File: config.mk
export PLATFORM = sky130hd
export DESIGN_NAME = dcache_controller
export DESIGN_NICKNAME = d
export VERILOG_FILES = /design/src/rtl/dcache_controller.sv
export SDC_FILE = /design/constraint.sdc
export NUM_CORES = 1
export LEC_CHECK = 0
export ABC_CLOCK_PERIOD_IN_PS = 5400
export CELL_PAD_IN_SITES_DETAIL_PLACEMENT = 0
export CELL_PAD_IN_SITES_GLOBAL_PLACEMENT = 2
export CORE_MARGIN = 3
export CORE_UTILIZATION = 35
export CTS_CLUSTER_DIAMETER = 120
export DETAILED_ROUTE_END_ITERATION = 7
export GPL_TIMING_DRIVEN = 1
export PLACE_DENSITY = 0.78
export SYNTH_ARGS = -nofsm -noshare
export SYNTH_HDL_FRONTEND = slang
export SYNTH_SLANG_ARGS = --single-unit
File: constraint.sdc
create_clock -name CLK -period 5.4 [get_ports CLK]
set_input_delay 1.08 -clock CLK [delete_from_list [all_inputs] [get_ports CLK]]
set_output_delay 1.08 -clock CLK [all_outputs]
set_load 0.01 [all_outputs]
File: src/rtl/dcache_controller.sv
// Direct-mapped, write-back, write-allocate data cache between the CPU
// and a 32-bit-block data memory; misses stall the CPU via BUSYWAIT.
module dcache_controller #(
   parameter int INDEX_BITS = 3,
   parameter int TAG_BITS   = 3
) (
   input  logic        CLK,
   input  logic        RESET,
   input  logic        READ,
   input  logic        WRITE,
   input  logic [7:0]  ADDRESS,
   input  logic [7:0]  WRITEDATA,
   output logic [7:0]  READDATA,
   output logic        BUSYWAIT,
   output logic        MEM_READ,
   output logic        MEM_WRITE,
   output logic [5:0]  MEM_ADDRESS,
   output logic [31:0] MEM_WRITEDATA,
   input  logic [31:0] MEM_READDATA,
   input  logic        MEM_BUSYWAIT
);

   localparam int LINES = 1 << INDEX_BITS;

   typedef enum logic [1:0] {
      IDLE,
      WRITEBACK,
      REFILL
   } state_e;

   state_e                state_q;
   logic [LINES-1:0]      valid_q;
   logic [LINES-1:0]      dirty_q;
   logic [TAG_BITS-1:0]   tag_q  [LINES];
   logic [31:0]           data_q [LINES];
   logic [7:0]            rdata_q;

   logic [TAG_BITS-1:0]   tag;
   logic [INDEX_BITS-1:0] idx;
   logic [1:0]            off;
   logic                  hit;
   logic                  access;
   logic                  load;
   logic [7:0]            sel_byte;

   assign tag      = ADDRESS[7:8-TAG_BITS];
   assign idx      = ADDRESS[2+:INDEX_BITS];
   assign off      = ADDRESS[1:0];
   assign hit      = valid_q[idx] && (tag_q[idx] == tag);
   assign access   = READ | WRITE;
   // simultaneous READ and WRITE is handled as a store
   assign load     = READ & ~WRITE;
   assign sel_byte = data_q[idx][{off, 3'b000} +: 8];

   always_comb begin
      BUSYWAIT      = 1'b0;
      MEM_READ      = 1'b0;
      MEM_WRITE     = 1'b0;
      MEM_ADDRESS   = ADDRESS[7:2];
      MEM_WRITEDATA = data_q[idx];
      READDATA      = rdata_q;
      if (RESET) begin
         unique case (state_q)
            IDLE: begin
               BUSYWAIT = access & ~hit;
               if (load && hit) READDATA = sel_byte;
            end
            WRITEBACK: begin
               BUSYWAIT    = 1'b1;
               MEM_WRITE   = 1'b1;
               MEM_ADDRESS = {tag_q[idx], idx};
            end
            REFILL: begin
               BUSYWAIT = 1'b1;
               MEM_READ = 1'b1;
            end
            default: ;
         endcase
      end
   end

   always_ff @(posedge CLK or negedge RESET) begin
      if (!RESET) begin
         state_q <= IDLE;
         valid_q <= '0;
         dirty_q <= '0;
         rdata_q <= '0;
      end else begin
         unique case (state_q)
            IDLE: begin
               if (access) begin
                  if (hit) begin
                     if (WRITE) begin
                        data_q[idx][{off, 3'b000} +: 8] <= WRITEDATA;
                        dirty_q[idx] <= 1'b1;
                     end else begin
                        rdata_q <= sel_byte;
                     end
                  end else if (valid_q[idx] && dirty_q[idx]) begin
                     state_q <= WRITEBACK;
                  end else begin
                     state_q <= REFILL;
                  end
               end
            end
            WRITEBACK: begin
               if (!MEM_BUSYWAIT) state_q <= REFILL;
            end
            REFILL: begin
               if (!MEM_BUSYWAIT) begin
                  data_q[idx]  <= MEM_READDATA;
                  tag_q[idx]   <= tag;
                  valid_q[idx] <= 1'b1;
                  dirty_q[idx] <= 1'b0;
                  state_q      <= IDLE;
               end
            end
            default: state_q <= IDLE;
         endcase
      end
   end

endmodule
==> metrics.csv, run 1 <==
stage;metric;value;unit
outcome;status;complete, no violations;
grt;vias in the first global route;8603;
power;PD cells;355;nW/um^2
logic_synthesis;most frequent cell after synthesis;edfxtp_1;
sta;Period minus WS final;5.09;ns
routing;DRT Pass-1 Iters;5;
grt;global route overflow;0;
sta;final worst-path cycle share;94.3;%
routing;Antenna Nets Post-Route;0;
logic_synthesis;Synth top cells by count;edfxtp_1, nor2_1, nand2_1;
logic_synthesis;Mean Syn Cell Area;15.4;um^2
sta;Worst-Margin Slew;0.930;ns
grt;Total Routing Usage GR;20.1;%
grt;GR Util met2;31.4;%
critical_path;Worst Setup SP;ADDRESS[4];
power;Comb pwr share;14.9;%
power;Sw Pwr;1.44;mW
critical_path;worst-path maximum fanout;25;
sta;setup TNS;0;ns
grt;initial antenna violation count;1;
routing;# DRC;0;
power;switching part of the total;24.9;%
grt;gr busiest metal;met2;
placed_design;Place WS;0.313;ns
routing;Routed WL;41400;um
routing;vias post-DR;8678;
placed_design;Final HPWL DP;28200;um
critical_path;Worst EP required;4.32;ns
routing;routed length per placed instance;26.7;um
placed_design;dpl cell area;15200;um^2
sta;final setup vio count;0;
clock_network;CTS Root Buffer Type;clkbuf_16;
clock_network;Clk pin slew, worst setup/hold paths;0.06;ns
critical_path;crit path DAT;4.01;ns
die;Die ar.;40500;um^2
sta;Fmax;196;MHz
critical_path;CP Launch Type;primary input;
logic_synthesis;Synth async-reset ratio;8.50;%
die;Initial Util;36.0;%
finish;synthesis-to-finish area growth;22.1;%
logic_synthesis;Gate Count Post-Synth;863;
logic_synthesis;Distinct cells, synth;73;
flow_run;max_cap viols;0;
logic_synthesis;Syn. warnings;0;
die;core area;37000;um^2
grt;first-pass GRT wire length;59900;um
critical_path;kind of critical path;in2out;
sta;unrepaired setup endpoints after global routing;no;
clock_network;postcts setup bufs;0;
logic_synthesis;top cells by area, synth;edfxtp_1, dfrtp_1, mux4_2, mux2i_1, a22o_1;
hold_path;Hold Path Origin;valid_q[2]$_DFFE_PN0P_;
placed_design;GP Congestion;0.837;
grt;met1 usage;28.6;%
clock_network;CTS Hold Bufs;0;
clock_network;clock latency on the worst-skew pair;0.51;ns
critical_path;origin of the critical flop-to-flop path;state_q[0]$_DFFE_PN0P_;
clock_network;clk buf depth;3;
sta;clock skew after layout;0.0136;ns
finish;filler instances;3336;
clock_network;TritonCTS clock tree;done;
power;leakage power;5.63;nW
clock_network;post-cts repair resize count;0;
routing;detailed router's first-iteration violation count;920;
logic_synthesis;cell accounting for the most synthesized area;edfxtp_1;
hold_path;Hold WC Path Type;reg2reg;
finish;area of the multi-input gates;3810;um^2
logic_synthesis;Most used DFF post-synth;edfxtp_1;
finish;Design Area, Final;16300;um^2
die;Die X;201;um
die;number of primary I/O pins;102;
placed_design;PortBufs;101;
power;Max VDD drop;0.162;mV
logic_synthesis;Cell Area, Synth;13300;um^2
finish;register area;9060;um^2
logic_synthesis;top cell type's share of synthesized area;63.1;%
die;row count;70;
clock_network;htree depth;2;
finish;final-stage net count;1088;
clock_network;clock tree sinks;306;
finish;layout cells sized above 1;19.3;%
critical_path;crit end category;primary output;
logic_synthesis;Yosys reg bits;306;
power;sequential share of power;47.8;%
logic_synthesis;net count after synthesis;925;
routing;via density per instance;5.58;
power;Int Power;4.34;mW
finish;n_diodes;0;
logic_synthesis;Post-synth EDFFs;280;
logic_synthesis;register area share after synthesis;68.0;%
clock_network;CTS buffer count;34;
grt;largest net degree at the start of global routing;37;
sta;Final Hold Slack;0.461;ns
sta;slew margin rel.;37.7;%
power;Clk pwr share;37.3;%
sta;Pins Over Slew Limit;0;
die;Die Y;201;um
sta;worst setup margin;0.309;ns
grt;met3 usage;3.93;%
sta;Fin. Hold Viols;0;
## power by group through the flow
| stage | Combinational (mW) | Sequential (mW) | Clock (mW) |
|---|---|---|---|
| floorplan | 0.466 | 2.79 | 0 |
| global placement | 0.851 | 2.80 | 0 |
| detailed placement | 0.860 | 2.80 | 0 |
| CTS | 0.862 | 2.76 | 2.19 |
| global route | 0.921 | 2.77 | 2.29 |
| finish | 0.861 | 2.76 | 2.16 |
## routing by layer
metal	part of all wire (%)	up-vias	routed length [um]
met5	0	-	0
met2	45	422	18800
met3	8.5	77	3520
met4	3.3	0	1360
met1	43	4410	17800
li1	-	3769	-
## layout make-up
cell class	count	area share, %
Clock buffer	47	5.72
Clock inverter	13	0.569
Inverter	18	0.415
Multi-Input combinational cell	480	23.4
Sequential cell	306	55.7
Tap cell	504	3.88
Timing Repair Buffer	186	10.3
## flip-flops by register name, summed over array words and instances, names as in the netlist, named ones only
signal	flops
data_q	256
state_q	2
tag_q	24
valid_q	8
rdata_q	8
## placed cells by master (no fill, tap or decap), types with 11 or more instances in the layout
master / count
clkbuf_1: 11
clkdlybuf4s50_1: 98
a22o_1: 40
nand2b_1: 11
clkbuf_16: 35
mux2_2: 21
mux4_2: 19
nand2_1: 53
o22ai_1: 15
edfxtp_1: 280
buf_4: 85
a21oi_1: 20
inv_1: 16
o21ai_0: 16
a221oi_1: 25
mux2i_1: 42
nor2_1: 58
a22oi_1: 20
dfrtp_1: 26
## worst max-delay path, stage by stage
cell and delay (ns):
buf_4 0.22, nor2b_2 0.77, a22oi_1 0.15, o221ai_1 0.47, nor2_1 0.14, o32ai_1 0.31
buf_4 0.18, mux2_4 0.13, clkdlybuf4s50_1 0.52
## logic make-up (layout without fill, tap and decap cells)
family	count (synthesis)	after routing	share of synthesized area [%]
flip-flops	306	306	68.0
buffers and inverters	77	264	3.51
XOR/XNOR	1	1	0.0657
adder cells (fa/ha/maj)	9	9	0.845
AO/OA/AOI/OAI	204	204	12.2
multiplexers	90	90	9.00
AND/OR/NAND/NOR	176	176	6.38
## path summary, 6_finish.rpt
path	end	slack, ns	cells after the start
setup / recovery	READDATA[7]	0.31	9
hold / removal	valid_q[2]$_DFFE_PN0P_	0.46	1
max in group asynchronous	rdata_q[6]$_DFFE_PN0P_	4.09	2
hold reg to reg	valid_q[2]$_DFFE_PN0P_	0.46	1
setup reg to reg	data_q[3][16]$_DFFE_PP_	2.18	9
min in group asynchronous	valid_q[4]$_DFFE_PN0P_	1.01	2
## through the flow
step	total power, mW	util (%)	std cells
6_report	5.77	43.9	1554
5_1_grt	5.98	43.9	1554
4_1_cts	5.81	43.9	1554
3_5_place_dp	3.66	41.1	1494
3_3_place_gp	3.65	41.1	1494
2_1_floorplan	3.26	-	863
No activity file was read; power rests on OpenSTA's default activity.
==> run 2: changes to the inputs <==
ABC_CLOCK_PERIOD_IN_PS = 5750   (was 5400)
clock period = 5.75 ns   (was 5.4 ns; I/O delays follow)
==> metrics.csv, run 2 (same netlist as run 1, synthesis figures left out) <==
stage;metric;value;unit;change
finish;commonest non-fill, non-tap cell in the layout;edfxtp_1;;
die;number of primary I/O pins;102;;unchanged
critical_path;CP cell instances;buf_4 -> buf_12 -> and2_1 -> a221oi_1 -> o22ai_1 -> nor2_1 -> o32ai_1 -> buf_4 -> mux2_4 -> clkdlybuf4s50_1;;
hold_path;Hold WC Path Type;reg2reg;;
die;core area;37000;um^2;unchanged
sta;Pins Over Slew Limit;0;;unchanged
power;leakage power;5.47;nW;-2.8%
sta;worst setup margin;0.280;ns;-0.0288 ns
clock_network;postcts setup bufs;0;;unchanged
placed_design;GP Congestion;0.810;;-3.1%
grt;Total Routing Usage GR;19.7;%;-0.44 points
grt;global route overflow;0;;unchanged
flow_run;max_cap viols;0;;unchanged
grt;first-pass GRT wire length;58900;um;-1.6%
clock_network;htree depth;2;;unchanged
routing;Routed WL;40700;um;-1.9%
critical_path;CP Launch Type;primary input;;
sta;final setup vio count;0;;unchanged
routing;via density per instance;5.60;;+0.35%
placed_design;Final HPWL DP;28200;um;-0.13%
clock_network;TritonCTS clock tree;done;;
sta;Fin. Hold Viols;0;;unchanged
die;row count;70;;unchanged
power;sequential share of power;47.5;%;-0.3 points
routing;detailed router's first-iteration violation count;834;;-9.3%
critical_path;kind of critical path;in2out;;
sta;Period minus WS final;5.47;ns;
sta;unrepaired setup endpoints after global routing;no;;
power;PD cells;340;nW/um^2;-4.2%
finish;filler instances;3354;;+0.54%
grt;initial antenna violation count;0;;-1
critical_path;crit-path most repeated cell;buf_4;;
critical_path;worst-path maximum fanout;35;;+40%
clock_network;clock tree sinks;306;;unchanged
critical_path;CP top delay family;buffers and inverters;;
sta;final worst-path cycle share;95.1;%;
critical_path;reg2reg path depth;9;;unchanged
grt;vias in the first global route;8423;;-2.1%
sta;setup TNS;0;ns;unchanged
critical_path;Worst EP required;4.60;ns;+0.28 ns
routing;DRT Pass-1 Iters;5;;unchanged
finish;Top reg by flops;data_q;;
hold_path;WHS Path Cells;1;;unchanged
sta;slew margin rel.;24.6;%;-13 points
critical_path;WP buf/inv;4;;+1
sta;Worst-Margin Slew;1.13;ns;+0.196 ns
power;Max VDD drop;0.195;mV;+20%
hold_path;hold endpoint;valid_q[0]$_DFFE_PN0P_;;
critical_path;CP Depth;10;;+1
finish;final-stage net count;1058;;-2.8%
critical_path;reg2reg setup slack;2.13;ns;-0.05 ns
critical_path;Critical Path Max Stage Delay;0.63;ns;-0.14 ns
power;total power;5.46;mW;-5.5%
clock_network;CTS Root Buffer Type;clkbuf_16;;
die;Die Y;201;um;unchanged
finish;most used cells in the layout excluding fill and tap cells;edfxtp_1, clkdlybuf4s50_1, nor2_1;;
finish;layout cells sized above 1;17.0;%;-2.4 points
power;switching part of the total;24.9;%;+0.042 points
clock_network;post-cts repair resize count;0;;unchanged
outcome;status;complete, no violations;;
clock_network;CTS Hold Bufs;0;;unchanged
die;Die ar.;40500;um^2;unchanged
critical_path;Worst R2R End;data_q[4][19]$_DFFE_PP_;;
die;Die X;201;um;unchanged
power;Clk pwr share;38.1;%;+0.8 points
sta;Final Hold Slack;0.461;ns;+0.0000120 ns
critical_path;CP max-delay cell;o32ai_1;;
placed_design;Place WS;0.348;ns;+0.0358 ns
hold_path;Hold Path Origin;valid_q[0]$_DFFE_PN0P_;;
clock_network;clk buf depth;3;;unchanged
clock_network;Clk pin slew, worst setup/hold paths;0.06;ns;about the same
finish;largest registers;data_q (256), tag_q (24);;
finish;synthesis-to-finish area growth;20.4;%;
grt;largest net degree at the start of global routing;39;;+5.4%
die;Initial Util;36.0;%;unchanged
sta;clock skew after layout;0.0198;ns;+0.00625 ns
power;Comb pwr share;14.4;%;-0.5 points
critical_path;crit end category;primary output;;
placed_design;PortBufs;101;;unchanged
critical_path;origin of the critical flop-to-flop path;state_q[0]$_DFFE_PN0P_;;
routing;Antenna Nets Post-Route;0;;unchanged
clock_network;CTS buffer count;34;;unchanged
power;Sw Pwr;1.36;mW;-5.3%
critical_path;crit path DAT;4.32;ns;+0.31 ns
sta;Fmax;183;MHz;
clock_network;clock latency on the worst-skew pair;0.52;ns;about the same
power;Int Power;4.10;mW;-5.5%
routing;# DRC;0;;unchanged
routing;vias post-DR;8540;;-1.6%
finish;max FFs per register;256;;unchanged
routing;routed length per placed instance;26.7;um;about the same
-- run 2: changes by cell type in the layout (fill, tap and decap cells not counted), sizes merged --
cell	delta
buf	-30
bufinv	+1
clkbuf	-1
clkinv	-2
diode	+1
inv	+1
-- run 2: per-layer routing --
metal / GRT usage, % / vias up / routed length [um]
met4: 6.00 / 0 / 1250
met5: 0 / - / 0
li1: - / 3709 / -
met3: 3.48 / 69 / 3570
met2: 31.0 / 414 / 18800
met1: 28.1 / 4348 / 17000
-- run 2: layout make-up --
class | instances | area (um^2) | share of cell area (%)
Multi-Input combinational cell | 480 | 3810 | 23.7
Sequential cell | 306 | 9060 | 56.5
Antenna cell | 1 | 2.50 | 0.0156
Inverter | 18 | 67.6 | 0.421
Clock buffer | 46 | 917 | 5.72
Clock inverter | 13 | 130 | 0.811
Timing Repair Buffer | 156 | 1430 | 8.91
Tap cell | 504 | 631 | 3.93
-- run 2: metrics by stage --
step | utilization (%) | instance area, um^2 | std cells
5_1_grt | 43.3 | 16000 | 1523
6_report | 43.3 | 16000 | 1524
3_3_place_gp | 40.5 | 15000 | 1464
2_1_floorplan | - | 13300 | 863
4_1_cts | 43.3 | 16000 | 1523
3_5_place_dp | 40.5 | 15000 | 1464
-- run 2: how the worst max path moves through the flow --
stage	startpoint	endpoint	slack (ns)
after floorplan	ADDRESS[2]	READDATA[0]	1.54
after detailed placement	ADDRESS[2]	READDATA[7]	0.35
after global placement	ADDRESS[2]	READDATA[7]	0.27
final	ADDRESS[2]	READDATA[7]	0.28
after CTS	ADDRESS[2]	READDATA[7]	0.35
after global routing	ADDRESS[3]	READDATA[7]	0.21
-- run 2: power groups by stage --
stage	combinational, mW	clock [mW]	sequential [mW]
floorplan	0.438	0	2.62
global placement	0.782	0	2.63
detailed placement	0.787	0	2.64
CTS	0.790	2.11	2.59
global route	0.843	2.21	2.60
finish	0.788	2.08	2.59
-- run 2: worst reg2reg max path, cell delays in order, from the launching register on --
cell and delay (ns):
dfrtp_1 0.40, inv_1 0.12, ha_1 0.43, nor2b_1 0.19, buf_4 0.19, and2_1 0.61, buf_4 0.47, nor2_1 0.10
and3_1 0.39, a22o_1 0.42
==> patch 1 (config.mk and constraints of run 2) <==
Re-encode `state_e` (3 states) as one-hot, 3 bits wide.
--- a/src/rtl/dcache_controller.sv
+++ b/src/rtl/dcache_controller.sv
@@ -22,10 +22,10 @@
 
    localparam int LINES = 1 << INDEX_BITS;
 
-   typedef enum logic [1:0] {
-      IDLE,
-      WRITEBACK,
-      REFILL
+   typedef enum logic [2:0] {
+      IDLE      = 3'b001,
+      WRITEBACK = 3'b010,
+      REFILL    = 3'b100
    } state_e;
 
    state_e                state_q;
Behaviour: same outputs for any inputs over 4 cycles, from zero or initial values and one cycle with RESET low; so few cycles prove little.
==> patch 1 against run 2 <==
  * Clock power is 2% higher
  * Clock skew down 2.4 ps
  * Wire length down 5.2%
  * Worst setup slack gained 180 ps
  * Synthesized area shrank 0.24%
  * Sequential cell count rose by 1
  * Cell area increased by 0.77%
  * Worst hold slack improved by 4.0 ps
  * Power fell by 1.8%
  * Highest routed layer unchanged
==> patch 1: results <==
group,metric,value,unit
grt,grt_pass1_wl,56700,um
grt,grt_max_degree,48,
synth,synth_cell_type_count,67,
critical_path,critPathMaxFanout,47,
synth,syn-num-nets,956,
routing,wl,38500,um
sta,max_slew_margin,0.224,
critical_path,cp_slowest_stage_delay,520,ps
sta,whs,465,ps
worst_hold_path,hold_path.startpoint,"valid_q[6]",
synth,synth_common_cells,"280 x edfxtp_1, 135 x nand2_1, 61 x nor2_1, 54 x nand3_1, 38 x mux4_2",
grt,grt_pass1_vias,8467,
placement,place_area,15100,um2
power,leakagePower,5.66,nW
synth,avgSynthCellArea,14.8,um2
critical_path,cp_slowest_cell,"mux4_2",
synth,async_flop_share,0.0879,
placement,dpl_worst_slack,446,ps
finish,layout-drive-gt1-share,0.176,
status,outcome,"finished, final reports clean",
sta,min_period,5290,ps
placement,place_inst,1505,
power,irDropWorstVdd,202,uV
sta,fin_worst_skew,17.4,ps
critical_path,cp.arrival,4140,ps
critical_path,reg2reg_from,"state_q[0]",
placement,finalWeightedCongestion,0.790,
routing,drtIter0Drc,740,
[patch 1: layer usage]
metal	vias up	share of wire	track usage
met5	-	0	0
met3	43	0.064	0.0375
met4	0	0.023	0.0517
li1	3742	-	-
met2	246	0.48	0.307
met1	4346	0.44	0.259
[patch 1: power by group]
part           switching (mW)  internal, mW  total (mW)  leakage [nW]
clock                   0.857          1.27        2.12         0.531
sequential             0.0372          2.53        2.57          2.86
combinational           0.390         0.275       0.665          2.27
total                    1.28          4.07        5.36          5.66
[patch 1: kinds of logic after synthesis]
family | count (synthesis) | synth area share
mux | 101 | 0.115
xor+xnor | 1 | 0.000659
fa+ha+maj | 5 | 0.00471
compound gates | 120 | 0.0663
flops | 307 | 0.683
simple gates | 304 | 0.105
buf+inv | 60 | 0.0254
[patch 1: layout make-up]
| type | instances | area [um2] |
|---|---|---|
| inverter | 7 | 26.3 |
| clock buffer | 45 | 913 |
| sequential | 307 | 9080 |
| timing repair buffer | 156 | 1460 |
| clock inverter | 17 | 179 |
| tap | 504 | 631 |
| multi-input combinational | 531 | 3880 |
| fill | 3355 | 20900 |
[patch 1: path summary, 6_finish.rpt]
path | endpoint | cells past startpoint
worst min-delay path | valid_q[6] | 1
worst max register to register | data_q[6][10] | 6
worst max-delay path | READDATA[7] | 8
max in group asynchronous | state_q[0] | 2
worst min register to register | valid_q[6] | 1
min in group asynchronous | rdata_q[5] | 2
[patch 1: worst register-to-register path, cell delays in order (launching register included)]
cell,delay [ps]
dfstp_2,590
nor3b_1,420
nand2b_1,90
or3_1,340
a211oi_1,260
a21oi_1,280
nor2_1,920
==> patch 2 (settings of run 2) <==
Without the edit above. Make the reset (`RESET`) synchronous in one clocked block.
--- a/src/rtl/dcache_controller.sv
+++ b/src/rtl/dcache_controller.sv
@@ -79,7 +79,7 @@
       end
    end
 
-   always_ff @(posedge CLK or negedge RESET) begin
+   always_ff @(posedge CLK) begin
       if (!RESET) begin
          state_q <= IDLE;
          valid_q <= '0;
Check against the original RTL: differs if RESET is asserted again (counterexample within 4 cycles, from zero or initial values and one cycle with RESET low); with RESET held inactive, the same outputs for 4 cycles.
==> patch 2 against run 2 <==
  * Wire length down 0.32%
  * Power down 6.4%
  * Die area down 0.50%
  * Non-clock buffer count up 15
  * First-iteration DRC count down 0.48%
  * Worst setup slack better by 190 ps
  * Cell area up 1.1%
  * Fmax up 3.6%
  * Sequential share of layout area down 1.4 points
  * Synthesized area down 0.52%
  * Critical path depth up 1
  * Sequential cell count unchanged
  * Utilization up 0.58 points
  * Largest cell class unchanged
  * Highest routed layer unchanged
==> patch 2: results <==
group,metric,value,unit
grt,grtUsageTotal,0.196,
sta,worst_pin_slew,1220,ps
routing,wire_per_inst,26.0,um
critical_path,cp_slowest_stage_delay,560,ps
routing,first_pass_iters,8,
synth,synth-compound-area-share,0.142,
finish,nNetsFinal,1093,
placement,place_area,15100,um2
finish,layout-drive-gt1-share,0.171,
synth,async_flop_share,0,
critical_path,r2r_end,"data_q[0][29]",
grt,gr-usage-met2,0.311,
status,outcome,"finished, final reports clean",
grt,grt_util_met3,0.0439,
placement,dp_hpwl,28000,um
critical_path,critPathMaxFanout,24,
synth,synth_cell_type_count,68,
grt,grt_pass1_wl,58600,um
synth,seq_area_frac_synth,0.673,
critical_path,cp.arrival,4130,ps
critical_path,cp_slowest_cell,"clkdlybuf4s50_1",
finish,fill_cells,3357,
critical_path,rr_worst_depth,6,
grt,use_met1,0.277,
routing,drtIter0Drc,830,
synth,muxShareOfSynthArea,0.0854,
-- patch 2: worst min path at each step --
stage                           from         end  slack (ps)  cells after the start
after floorplan           valid_q[2]  valid_q[2]         420                      1
after global placement    valid_q[3]  valid_q[3]         430                      1
after detailed placement  valid_q[7]  valid_q[7]         430                      1
after CTS                 valid_q[7]  valid_q[7]         450                      1
after global routing      valid_q[6]  valid_q[6]         470                      1
final                     valid_q[6]  valid_q[6]         450                      1
-- patch 2: kinds of logic after synthesis --
| kind of cell | Yosys count |
|---|---|
| adders and majority gates | 9 |
| AOI/OAI and AO/OA | 248 |
| and+or+nand+nor | 156 |
| buffers and inverters | 83 |
| DFF | 306 |
| muxes | 90 |
-- patch 2: power by group through the flow --
stage	clock, mW	sequential (mW)	combinational [mW]
4_1_cts	2.19	2.46	0.491
3_3_place_gp	0	2.50	0.486
3_5_place_dp	0	2.50	0.489
2_1_floorplan	0	2.50	0.247
6_report	2.16	2.46	0.492
5_1_grt	2.28	2.46	0.522
-- patch 2: metal layers --
layer,vias up,part of all wire
met5,-,0
met4,0,0.022
met3,58,0.083
met2,397,0.46
met1,4467,0.43
li1,3869,-
-- patch 2: cell type report --
class	count	area, um2	share of cell area
Tap cell	504	631	0.0389
Multi-Input combinational cell	503	3930	0.242
Clock inverter	24	238	0.0147
Clock buffer	38	887	0.0547
Sequential cell	306	8930	0.550
Inverter	15	56.3	0.00347
Timing Repair Buffer	171	1550	0.0955
-- patch 2: worst reg2reg max path, delay by kind of cell (launching register included) --
kind	cells	cell delay (ps)
flops	1	370
compound gates	3	1590
mux	1	170
simple gates	2	900
-- patch 2: per-stage QoR --
stage	util	total power [mW]	hold slack, ps	std cells
after floorplan	-	2.75	421	892
after global placement	0.408	2.99	429	1499
after detailed placement	0.408	2.99	434	1499
after CTS	0.439	5.14	448	1561
after global routing	0.439	5.26	467	1561
final	0.439	5.11	447	1561
